**src/rtl/bdemux1_4_buf_pkg.sv**
```systemverilog
// Shared constants for the buffered 1-to-4 demultiplexer.
// Holds channel count, select width, default lane width/depth, counter width.
package bdemux1_4_buf_pkg;

  localparam int NCH       = 4;
  localparam int SEL_W     = 2;
  localparam int W_DEF     = 2;
  localparam int DEPTH_DEF = 2;
  localparam int CNT_W     = 8;

  function automatic logic [NCH-1:0] sel_onehot(
    input logic [SEL_W-1:0] sel
  );
    logic [NCH-1:0] oh;
    oh = '0;
    oh[sel] = 1'b1;
    return oh;
  endfunction

endpackage

```
**src/rtl/bdemux1_4_buf_bfifo_ch.sv**
```systemverilog
// Single-channel first-word-fall-through FIFO, DEPTH entries.
// Ports: clk, rst_n, push, pop, wdata, rdata (head), full, empty.
module bfifo_ch #(
  parameter int W     = 2,
  parameter int DEPTH = 2
) (
  input  logic         clk,
  input  logic         rst_n,
  input  logic         push,
  input  logic         pop,
  input  logic [W-1:0] wdata,
  output logic [W-1:0] rdata,
  output logic         full,
  output logic         empty
);

  localparam int PW = $clog2(DEPTH);
  localparam logic [PW:0] FULL_CNT = (PW+1)'(DEPTH);

  logic [W-1:0]  mem [DEPTH];
  logic [PW-1:0] wptr;
  logic [PW-1:0] rptr;
  logic [PW:0]   cnt;
  logic          do_push;
  logic          do_pop;

  assign full    = (cnt == FULL_CNT);
  assign empty   = (cnt == '0);
  assign do_push = push & ~full;
  assign do_pop  = pop & ~empty;
  assign rdata   = mem[rptr];

  // Pointers wrap naturally since DEPTH is a power of two.
  always_ff @(posedge clk or negedge rst_n) begin
    if (!rst_n) begin
      for (int i = 0; i < DEPTH; i++) begin
        mem[i] <= '0;
      end
      wptr <= '0;
      rptr <= '0;
      cnt  <= '0;
    end else begin
      if (do_push) begin
        mem[wptr] <= wdata;
        wptr      <= wptr + PW'(1);
      end
      if (do_pop) begin
        rptr <= rptr + PW'(1);
      end
      unique case ({do_push, do_pop})
        2'b10:   cnt <= cnt + (PW+1)'(1);
        2'b01:   cnt <= cnt - (PW+1)'(1);
        default: cnt <= cnt;
      endcase
    end
  end

endmodule

```
**src/rtl/bdemux1_4_buf.sv**
```systemverilog
// Buffered 1-to-4 demultiplexer: routes words to one of four FWFT FIFOs.
// Ports: clk, rst_n, in_data/in_sel/in_valid/in_ready, out_data/out_valid/out_ready, xfer_cnt.
module bdemux1_4_buf
  import bdemux1_4_buf_pkg::*;
#(
  parameter int W     = W_DEF,
  parameter int DEPTH = DEPTH_DEF
) (
  input  logic             clk,
  input  logic             rst_n,
  input  logic [W-1:0]     in_data,
  input  logic [SEL_W-1:0] in_sel,
  input  logic             in_valid,
  output logic             in_ready,
  output logic [NCH*W-1:0] out_data,
  output logic [NCH-1:0]   out_valid,
  input  logic [NCH-1:0]   out_ready,
  output logic [CNT_W-1:0] xfer_cnt
);

  logic [NCH-1:0] full;
  logic [NCH-1:0] empty;
  logic [NCH-1:0] push;
  logic [NCH-1:0] pop;
  logic           acc;

  // Readiness looks only at the selected channel's own fullness.
  assign in_ready  = ~full[in_sel];
  assign acc       = in_valid & in_ready;
  assign out_valid = ~empty;
  assign pop       = out_valid & out_ready;

  always_comb begin
    push = '0;
    if (acc) begin
      push = sel_onehot(in_sel);
    end
  end

  for (genvar k = 0; k < NCH; k++) begin : g_ch
    bfifo_ch #(
      .W     (W),
      .DEPTH (DEPTH)
    ) u_ch (
      .clk   (clk),
      .rst_n (rst_n),
      .push  (push[k]),
      .pop   (pop[k]),
      .wdata (in_data),
      .rdata (out_data[k*W +: W]),
      .full  (full[k]),
      .empty (empty[k])
    );
  end

  always_ff @(posedge clk or negedge rst_n) begin
    if (!rst_n) begin
      xfer_cnt <= '0;
    end else if (acc) begin
      xfer_cnt <= xfer_cnt + CNT_W'(1);
    end
  end

endmodule

```
**config.mk**
```make
export PLATFORM = sky130hd
export DESIGN_NAME = bdemux1_4_buf
export DESIGN_NICKNAME = d
export VERILOG_FILES = /design/src/rtl/bdemux1_4_buf_pkg.sv /design/src/rtl/bdemux1_4_buf_bfifo_ch.sv /design/src/rtl/bdemux1_4_buf.sv
export SDC_FILE = /design/constraint.sdc
export NUM_CORES = 1
export LEC_CHECK = 0
export CAP_MARGIN = 20
export CORE_ASPECT_RATIO = 1.4
export CORE_MARGIN = 2
export CORE_UTILIZATION = 40
export CTS_CLUSTER_SIZE = 30
export DETAILED_ROUTE_END_ITERATION = 6
export PLACE_DENSITY = 0.63
export SLEW_MARGIN = 20
export SYNTH_ARGS = -nofsm -noshare
export SYNTH_HDL_FRONTEND = slang
export SYNTH_SLANG_ARGS = --single-unit
```
**constraint.sdc**
```tcl
create_clock -name clk -period 2.05 [get_ports clk]
set_input_delay 0.3075 -clock clk [delete_from_list [all_inputs] [get_ports clk]]
set_output_delay 0.3075 -clock clk [all_outputs]
set_load 0.01 [all_outputs]
```
# Word level (Yosys, flattened, before mapping)
# Cells that the tools add are included.
dict set report classes {
  bitwise 28
  n_reduce_logical 13
  n_lt_le_gt_ge 14
  n_mux 33
  addsub 17
  n_eq_ne 12
}
# op count
set op_table {}
lappend op_table {{$mux W2} 16}
lappend op_table {{$bwmux W4} 4}
lappend op_table {{$eq A2 B2 Y1 const B} 8}
lappend op_table {{$ge A2 B2 Y1 const B} 8}
lappend op_table {{$not A1 Y2} 8}
lappend op_table {{$pmux W2 S2} 4}
lappend op_table {{$and A1 B1 Y1} 9}
lappend op_table {{$not A1 Y1} 9}
lappend op_table {{$add A1 B1 Y1 const B} 8}
lappend op_table {{$add A2 B1 Y2 const B} 4}
lappend op_table {{$add A8 B1 Y8 const B} 1}
lappend op_table {{$demux W2 S1} 4}
lappend op_table {{$eq A2 B1 Y1 const B} 4}
lappend op_table {{$logic_not A2 Y1} 4}
lappend op_table {{$lt A2 B1 Y1 const B} 4}
lappend op_table {{$reduce_bool A2 Y1} 4}
lappend op_table {{$sub A2 B1 Y2 const B} 4}
lappend op_table {{$logic_and A1 B1 Y1} 5}
lappend op_table {{$and A4 B4 Y4} 1}
lappend op_table {{$mux W4} 1}
lappend op_table {{$not A4 Y4} 1}
lappend op_table {{$lt A2 B3 Y1 const B} 1}
lappend op_table {{$bmux W1 S2} 1}
lappend op_table {{$demux W1 S2} 1}
lappend op_table {{other kinds (2)} 3}
dict set report totals {
  word_cells 138
  input_bits 11
  ff_bits 40
  output_inout_bits 21
}

# Depth between registers and ports, before layout
# Gate-level depths: netlist of run 1.
dict set report depth {
  word_depth 9
  mapped_depth 8
  mapped_depth_nobuf 7
}

# By module
# Synthesis of run 1 repeated with hierarchy kept, for this count alone.
dict set report unflattened {
  cells_unflattened 158
  area_unflattened_um2 2075.7
}
# module instances seq_area_each_um2 cells_per_inst area_per_inst_um2
set by_module_without_submodules {}
lappend by_module_without_submodules {bfifo_ch 4 200.2 28 397.9}
lappend by_module_without_submodules {bdemux1_4_buf 1 200.2 46 484.2}

# Worst setup path after synthesis of run 1
# OpenSTA, ideal clock, no wires.
dict set report synth_timing {
  kind {input port to flip-flop}
  from {input port in_sel[0]}
  to {register xfer_cnt[1]}
  setup_ps 125
  n_path_buf 1
  arrival_ps 1531
  t_required_ps 1925
  slack_ps 394
  cell_stages 5
  cell_sequence {buf_8 > and4b_4 > nor4_4 > nand2_2 > mux2_4}
}
dict set report synth_via {
  elab_chain_cells 4
}
# item line
set synth_rtl {}
lappend synth_rtl {{from (decl)} bdemux1_4_buf.sv:12} ;# input logic [SEL_W-1:0] in_sel,
lappend synth_rtl {{$bmux W1 S2} bdemux1_4_buf.sv:28} ;# assign in_ready = ~full[in_sel];
lappend synth_rtl {{$mux W1 (implied by the code)} bdemux1_4_buf.sv:28}
lappend synth_rtl {{$not A1 Y1} bdemux1_4_buf.sv:28}
lappend synth_rtl {{named net in_ready} bdemux1_4_buf.sv:14} ;# output logic in_ready,
lappend synth_rtl {{$and A1 B1 Y1} bdemux1_4_buf.sv:29} ;# assign acc = in_valid & in_ready;
lappend synth_rtl {{to (signal assigned)} bdemux1_4_buf.sv:60} ;# xfer_cnt <= xfer_cnt + CNT_W'(1);
lappend synth_rtl {{to (decl)} bdemux1_4_buf.sv:18} ;# output logic [CNT_W-1:0] xfer_cnt
# The timed path passes the listed nets, and every way through them passes these cells. The select of a mux whose other input is x is not followed.
# A chain may end at the register's enable or synchronous reset.

# Worst setup path after layout of run 1
dict set report layout_timing {
  from {input port in_sel[0]}
  to {output port in_ready}
}
dict set report layout_via {
  elab_chain_cells 3
}
# item line
set layout_rtl {}
lappend layout_rtl {{$bmux W1 S2} bdemux1_4_buf.sv:28}
lappend layout_rtl {{$mux W1 (implied by the code)} bdemux1_4_buf.sv:28}
lappend layout_rtl {{$not A1 Y1} bdemux1_4_buf.sv:28}
lappend layout_rtl {{to (decl)} bdemux1_4_buf.sv:14}
# No other way between the ends. The select of a mux whose other input is x is not followed.

==> results of run 1 <==
==> final cells by class <==
type / count / area share, %
clock buffer: 8 / 3.62
sequential: 40 / 40.2
timing repair buffer: 43 / 15.9
inverter: 4 / 0.604
multi-input combinational: 103 / 36.5
tap: 62 / 3.12
==> Yosys cell counts (all sizes together) (3+ instances only) <==
cell	instances	area [um^2]
ha	5	62.6
and3	3	18.8
xnor2	20	175
nor2	8	30.0
nand4	3	18.8
nand3	5	25.0
mux2	25	285
dfrtp	40	1000
or2	5	31.3
inv	4	15.0
and2	5	31.3
nor2b	3	18.8
xor2	7	61.3
nand2	4	17.5
==> how the worst max path moves through the flow <==
stage,start,endpoint,slack [ns],cells after the start
after floorplan,in_sel[0],xfer_cnt[1],0.39,5
after global placement,in_sel[0],in_ready,-0.18,5
after detailed placement,in_sel[0],in_ready,-0.24,5
after CTS,in_sel[0],in_ready,0.03,5
after global routing,in_sel[0],g_ch[0].u_ch.cnt[1],0.005,8
final,in_sel[0],in_ready,0.10,5
==> placed cells by master, fill, tap and decap left out, types with 2 or more instances in the layout <==
master	instances
sky130_fd_sc_hd__buf_4	12
sky130_fd_sc_hd__nor4bb_4	2
sky130_fd_sc_hd__clkbuf_8	6
sky130_fd_sc_hd__and2_1	5
sky130_fd_sc_hd__nand2b_1	2
sky130_fd_sc_hd__nor3_1	2
sky130_fd_sc_hd__clkdlybuf4s50_1	28
sky130_fd_sc_hd__nor2b_1	3
sky130_fd_sc_hd__nor2_1	8
sky130_fd_sc_hd__ha_1	5
sky130_fd_sc_hd__xor2_1	7
sky130_fd_sc_hd__inv_1	3
sky130_fd_sc_hd__and3_1	3
sky130_fd_sc_hd__xnor2_1	20
sky130_fd_sc_hd__nand3_1	5
sky130_fd_sc_hd__dfrtp_1	40
sky130_fd_sc_hd__nand2_1	3
sky130_fd_sc_hd__mux2_2	24
sky130_fd_sc_hd__or2_2	4
sky130_fd_sc_hd__clkbuf_1	2
sky130_fd_sc_hd__nand4_1	3
==> registers in the layout, indices dropped and copies added, names as in the netlist <==
signal	count
g_ch.u_ch.wptr	4
g_ch.u_ch.rptr	4
g_ch.u_ch.cnt	8
xfer_cnt	8
g_ch.u_ch.mem	16
==> power groups by stage <==
stage / Clock, mW / Combinational, mW / Sequential (mW)
finish: 0.524 / 1.69 / 1.53
global route: 0.572 / 1.84 / 1.59
CTS: 0.545 / 1.71 / 1.52
detailed placement: 0 / 1.69 / 1.53
global placement: 0 / 1.63 / 1.51
floorplan: 0 / 0.988 / 1.47
==> kinds of logic after synthesis <==
logic type	count (synthesis)	share of synthesized area [%]
buffers and inverters	6	1.84
and+or+nand+nor	45	14.6
DFF	40	52.5
xor gates and xnor gates	27	12.4
muxes	25	15.0
AOI/OAI and AO/OA	1	0.459
adders and majority gates	5	3.28
==> through the flow <==
stage | hold slack, ns | setup slack [ns] | utilization (%) | TNS [ns] | area (um^2)
after global placement | 0.331 | -0.183 | 51.6 | -0.486 | 2360
after CTS | 0.0264 | 0.0347 | 54.0 | 0 | 2470
after global routing | 0.0548 | 0.00524 | 54.4 | 0 | 2490
final | 0.0201 | 0.103 | 54.4 | 0 | 2490
after detailed placement | 0.343 | -0.244 | 51.6 | -0.814 | 2360
after floorplan | 0.0119 | 0.394 | - | 0 | 1910
==> timing repair <==
action	4_1_cts	5_1_grt
resized for setup	4	3
pin swaps	0	0
endpoints found under the setup margin	1	1
==> per-layer routing <==
layer | wire (um) | vias up | track usage, %
li1 | - | 605 | -
met1 | 1480 | 626 | 17.0
met2 | 2010 | 28 | 28.3
met3 | 173 | 6 | 4.46
met4 | 68 | 0 | 6.67
met5 | 0 | - | 0
==> worst register-to-register path: stages (launching register included) <==
cell	delay [ns]
sky130_fd_sc_hd__dfrtp_1	0.40
sky130_fd_sc_hd__buf_4	0.16
sky130_fd_sc_hd__or2_2	0.30
sky130_fd_sc_hd__and2_1	0.19
sky130_fd_sc_hd__ha_1	0.32
sky130_fd_sc_hd__nor2_1	0.15
sky130_fd_sc_hd__xnor2_1	0.12
==> results.md, run 1 <==
- Net switching is 32.6% of the power.
- Dividing total power by cell area gives a power density of 1510 nW/um^2.
- After the first detailed-routing iteration, the DRC count stood at 38.
- The synthesized design contains 40 register bits.
- The antenna diode count is 0.
- The worst register-to-register path begins at g_ch[3].u_ch.cnt[0].
- In this run, synthesis inferred 0 flip-flops with an integrated enable.
- The maximum buffer depth of the clock tree is 2.
- At the later pin of the worst-skew pair, clock insertion delay measures 0.29 ns.
- The number of instances in the placed design is 252.
- The final layout contains 213 nets.
- The initial utilization of the core area, before any placement, comes to 41.7%.
- The number of global-route vias before repair is 1,367.
- Synthesis handed over a netlist of 149 instances.
- After filler insertion, the fill cell instance count of the layout stands at 428.
- The average vias per placed instance is 4.87.
- The worst path required time is 1.74 ns.
- Global routing finished with a remaining overflow of 0.
- In this run the mean area of a mapped cell was 12.8 um^2.
- The number of nets in the synthesized netlist is 165.
- The clock period minus worst slack is 1.95 ns.
- The number of H-tree branching levels is 2.
- The via total after detailed routing is 1,265.
- The number of warnings printed during yosys synthesis is 0.
- The nature of the critical path startpoint is an input pin.
- The placer congestion estimate is 0.746.
- In the final routed layout, each cell accounts on average for 14.4 um.
- Setup violations remaining at the end of the flow were counted as 0.
- The initial antenna violation count is 0.
- For this run, design rule violations remaining after detail routing come to 0.
- The horizontal die dimension is 62.4 um.
- The critical path goes through clkdlybuf4s50_1, buf_4, nor4b_2, nor4_4, dlygate4sd2_1.
- The clock-pin slew of the registers on the worst-case setup and hold paths is 0.07 ns.
- The worst setup path is captured at an output pin.
- The largest net degree at the start of global routing is 27.
- The largest individual stage delay along the critical path comes from the cell sky130_fd_sc_hd__clkdlybuf4s50_1.
- The wire-length estimate of the detail-placed layout is 2.92 mm.
- Total power for the finished layout comes to 3.74 mW.
- The die outline area is 5340 um^2.
- In the final layout, the share of cells above drive strength 1 is 27.8%.
- The relative slew slack is 60.4%.
- The first global-routing pass estimated 6.35 mm of wire.
- Data arrives at the worst endpoint at 1.64 ns.
- The number of hold-slack violations in the final timing report is 0.
- For this design, the CTS-stage hold fixing added 0 buffers.
- The end of the worst register-to-register path is g_ch[3].u_ch.cnt[1].
- The master cell of the clock root buffer is sky130_fd_sc_hd__clkbuf_8.
- In this run the vertical extent of the chip is 85.7 um.
- Summed over all cells, the static leakage comes to 1.07 nW.
- Counting flops with an async set or reset pin after synthesis yields a share of 100%.
- The sequential cell fraction of total power is 40.8%.
- The number of placement rows is 29.
- In the synthesized netlist the dominant register cell turns out to be sky130_fd_sc_hd__dfrtp_1.
- The slew at the pin closest to its max-slew limit is 0.594 ns.
- The area of the placeable core is 4570 um^2.
- In this run the tool buffered the top-level ports with 31 buffer cells.
- The clock network accounts for 14.0% of the total power.
- For this run, the top clock speed supported by timing is 514 MHz.
- The area added between synthesis and finish is 30.4%.
- Leaving out filler cells and counting taps, the final layout contains 260.
- The register-to-register setup slack is 0.33 ns.
- The number of buffers inserted to repair setup after CTS is 0.
- The area taken by multi-input logic gates is 907 um^2.
- The run finished with clean final reports.
- On the critical path the largest part of the delay comes from buffers and inverters.
- VDD sags by at most 0.733 mV.
- The overall routed net length is 3.74 mm.
- The total clock buffers created by CTS is 5.
- The count of buffer and inverter cells on the critical path is 3.
- The register area share after synthesis is 52.5%.
- Clock tree synthesis found a total of 40 sinks.
- In this run, the combinational gates consume 45.3% of the power.
- The cell area after synthesis is 1910 um^2.
- Setup repair after global routing left no endpoint under its margin.
- The largest single stage delay on the critical path is 0.46 ns.
- During I/O placement, the number of pins put on the boundary was 32.
- For the final database, setup skew stands at 0.00527 ns.
- TritonCTS built the clock tree.
- The internal power consumption is 2.52 mW.
- The global-route usage over all layers is 15.6%.
- The netlist uses 27 different library cells.
- The path class of the tightest hold or removal check is in2async.
- In this run the worst path has a maximum fanout of 4.
- The number of max-capacitance violations reported is 0.
- The number of search-and-repair iterations in the first detailed-routing pass is 3.
- Across the whole layout, storage elements account for 1000 um^2.
- The number of nets with antenna violations after routing is 0.
- In the finished design, the share of the clock period the worst path needs comes to 95.0%.
- The switching power summed over all nets is 1.22 mW.
- The number of cell instances on the worst register-to-register path is 6.
- The max-slew violation count is 0.
- The critical path in this run is classified as in2out.
Note: power is estimated with default switching activity, not from simulation.
==> inputs of run 2 (changes only) <==
--- a/config.mk
+++ b/config.mk
@@ -8,11 +8,11 @@
 export CAP_MARGIN = 20
 export CORE_ASPECT_RATIO = 1.4
 export CORE_MARGIN = 2
-export CORE_UTILIZATION = 40
+export CORE_UTILIZATION = 50
 export CTS_CLUSTER_SIZE = 30
 export DETAILED_ROUTE_END_ITERATION = 6
-export PLACE_DENSITY = 0.63
-export SLEW_MARGIN = 20
+export PLACE_DENSITY = 0.76
+export SLEW_MARGIN = 10
 export SYNTH_ARGS = -nofsm -noshare
 export SYNTH_HDL_FRONTEND = slang
 export SYNTH_SLANG_ARGS = --single-unit
==> run 2 against run 1 <==
Against the previous run:
- non-clock buffer count shrank 1
- combinational power hardly changed
- die area decreased by 19%
- clock skew fell by 0.0014 ns
- first-iteration DRC count shrank 68%
- largest cell class unchanged
- largest power group unchanged
==> results.md, run 2 (same netlist as run 1, synthesis figures left out) <==
- The initial antenna violation count is 0 (unchanged).
- The worst-path maximum fanout is 4 (unchanged).
- The worst setup path is launched from a flop.
- TritonCTS built the clock tree.
- The overall routed net length is 3.71 mm (-0.67%).
- The max-slew violation count is 0 (unchanged).
- The master cell of the clock root buffer is sky130_fd_sc_hd__clkbuf_8.
- The overall power was 3.70 mW (-1.1%).
- The number of hold-slack violations in the final timing report is 0 (unchanged).
- The summed negative setup slack over all endpoints is 0 ns (unchanged).
- The effective utilization at floorplan is 52.3% (+11 points).
- The horizontal die dimension was 56.2 um (-9.9%).
- The latest clock arrival within the worst-skew pair is 0.29 ns (about the same).
- The number of H-tree branching levels was 2 (unchanged).
- The antenna diode count is 0 (unchanged).
- Leaving out fill and tap cells, the most frequent cells in the layout are sky130_fd_sc_hd__dfrtp_1, sky130_fd_sc_hd__clkdlybuf4s50_1, sky130_fd_sc_hd__mux2_2.
- The path type of the worst min-delay path is in2async.
- The average vias per placed instance is 5.26 (+8.0%).
- The critical path goes through buf_4, or2_2, clkdlybuf4s50_1.
- The post-route non-filler standard cell count came to 238 (-8.5%).
- The die outline area is 4330 um^2 (-19%).
- The first-iteration detailed-routing DRC count was 12 (-68%).
- The number of placement rows came to 26 (-10%).
- The relative slew slack is 42.0% (-18 points).
- Setup repair after global routing left no endpoint under its margin.
- The end-of-flow core utilization was 67.1% (+13 points).
- The area taken by flip-flops and latches came to 1000 um^2 (unchanged).
- The number of sinks handled by clock tree synthesis is 40 (unchanged).
- The placed wire-length estimate is 2.73 mm (-6.4%).
- Ranked by flip-flop count, first place goes to g_ch.u_ch.mem.
- The area of the placeable core came to 3640 um^2 (-20%).
- The largest net degree at the start of global routing came to 41 (+52%).
- The clock-pin slew of the registers on the worst-case setup and hold paths is 0.07 ns (about the same).
- The number of port buffers came to 31 (unchanged).
- The highest clock frequency the design can meet is 519 MHz (+1.0%).
- The number of remaining DRC errors is 0 (unchanged).
- The cell with the biggest individual delay on the critical path is sky130_fd_sc_hd__clkdlybuf4s50_1.
- The via total after detailed routing is 1,251 (-1.1%).
- The global-route usage over all layers is 19.0% (+3.4 points).
- The number of nets in the finished design came to 212 (-0.47%).
- The number of hold-repair buffers added at the cts stage is 0 (unchanged).
- The worst path arrival time was 1.62 ns (-0.02 ns).
- The static leakage power is 1.07 nW (-0.36%).
- The first-pass GRT wire length is 6.29 mm (-0.98%).
- The nature of the critical path endpoint is an output pin.
- The final routed wire length divided by cell count is 15.6 um (+8.5%).
- Compared with the post-synthesis result, the final layout area differs by 28.2%.
- The number of global-route vias before repair came to 1,340 (-2.0%).
- The placer congestion estimate is 0.782 (+4.7%).
- The slew at the pin closest to its max-slew limit is 0.870 ns (+0.275 ns).
- The total clock buffers created by CTS is 5 (unchanged).
- The final clock period utilization by the worst path is 94.0% (-0.97 points).
- The number of setup violations in the final report came to 0 (unchanged).
- The number of filler cells placed in the layout is 292 (-32%).
- The overflow left after global routing is 0 (unchanged).
- The number of max-capacitance violations reported is 0 (unchanged).
- The run finished with clean final reports.
- The worst path required time was 1.74 ns (about the same).
- The power per unit of standard cell area was 1510 nW/um^2 (+0.61%).
- The maximum buffer depth of the clock tree is 2 (unchanged).
- The clock period minus worst slack came to 1.93 ns (-0.0199 ns).
- The most common library cell in the layout ignoring fill and taps is sky130_fd_sc_hd__dfrtp_1.
- The y dimension of the die was 77.1 um (-10%).
- The critical path is of the reg2out type.
- The area taken by multi-input logic gates is 907 um^2 (unchanged).
- The number of instances in the placed design is 231 (-8.3%).
- The share of post-route cells with drive strength above 1 is 27.6% (-0.23 points).
- The number of search-and-repair iterations in the first detailed-routing pass is 4 (+1).
- The largest registers in the layout are g_ch.u_ch.mem (16), g_ch.u_ch.cnt (8), xfer_cnt (8).
- The worst setup skew after layout came to 0.00388 ns (-0.00139 ns).
- The largest incremental delay on the critical path is 0.48 ns (+0.02 ns).
- The number of top-level pins is 32 (unchanged).
- The number of flip-flops in the largest register is 16 (unchanged).
- The number of buffers inserted to repair setup after CTS was 0 (unchanged).
- The number of nets with antenna violations after routing is 0 (unchanged).
- The highest ir drop seen on vdd is 0.924 mV (+26%).
==> run 2: cell types whose count changed in the layout (fill, tap and decap cells not counted), sizes merged <==
cell,before,now
clkbuf,8,6
buf,13,12
clkdlybuf4s50,28,27
clkinv,0,1
dlymetal6s2s,1,2
==> run 2: what timing repair did <==
| item | CTS | global route |
|---|---|---|
| setup endpoints to repair | 1 | 1 |
| gates resized for setup | 4 | 4 |
| hold endpoints to repair | 0 | 0 |
| gates cloned | 0 | 0 |
| pin swaps | 0 | 1 |
==> run 2: worst paths after layout <==
kind | from | endpoint | slack (ns) | cells past startpoint
setup / recovery | g_ch[3].u_ch.cnt[0] | out_valid[3] | 0.12 | 3
hold / removal | rst_n | g_ch[2].u_ch.cnt[1] | 0.13 | 1
setup reg to reg | g_ch[3].u_ch.cnt[0] | g_ch[3].u_ch.cnt[1] | 0.29 | 6
hold reg to reg | g_ch[0].u_ch.wptr | g_ch[0].u_ch.wptr | 0.50 | 1
max in group asynchronous | rst_n | g_ch[3].u_ch.mem[0] | 1.37 | 1
min in group clk | g_ch[0].u_ch.wptr | g_ch[0].u_ch.wptr | 0.50 | 1
==> run 2: critical path: cells and delay by family (launching register included) <==
| family | cells | cell delay [ns] |
|---|---|---|
| buf+inv | 2 | 0.63 |
| flops | 1 | 0.40 |
| simple gates | 1 | 0.30 |
==> run 2: stage by stage <==
step / worst slack [ns] / hold slack [ns] / cell area (um^2)
final: 0.123 / 0.130 / 2440
after global placement: -0.222 / 0.456 / 2330
after global routing: 0.0843 / 0.206 / 2440
after floorplan: 0.394 / 0.0119 / 1910
after CTS: 0.0121 / 0.164 / 2420
after detailed placement: -0.277 / 0.481 / 2330
==> run 2: per-layer routing <==
layer | part of all wire (%) | vias up | track usage (%)
li1 | - | 596 | -
met1 | 42 | 621 | 22.6
met2 | 52 | 29 | 32.4
met3 | 3.9 | 5 | 5.06
met4 | 1.6 | 0 | 7.38
met5 | 0 | - | 0
==> run 2: area by class of cell <==
cell class,count,area share (%)
Sequential cell,40,40.9
Inverter,4,0.614
Clock buffer,6,2.97
Tap cell,42,2.15
Clock inverter,1,0.205
Multi-Input combinational cell,103,37.1
Timing Repair Buffer,42,16.0
==> run 2: report_power, final <==
group / leakage [nW] / internal [mW] / total, mW / switching, mW
registers: 0.481 / 1.18 / 1.54 / 0.354
logic: 0.545 / 1.07 / 1.68 / 0.616
clock network: 0.0410 / 0.231 / 0.485 / 0.253
total: 1.07 / 2.48 / 3.70 / 1.22
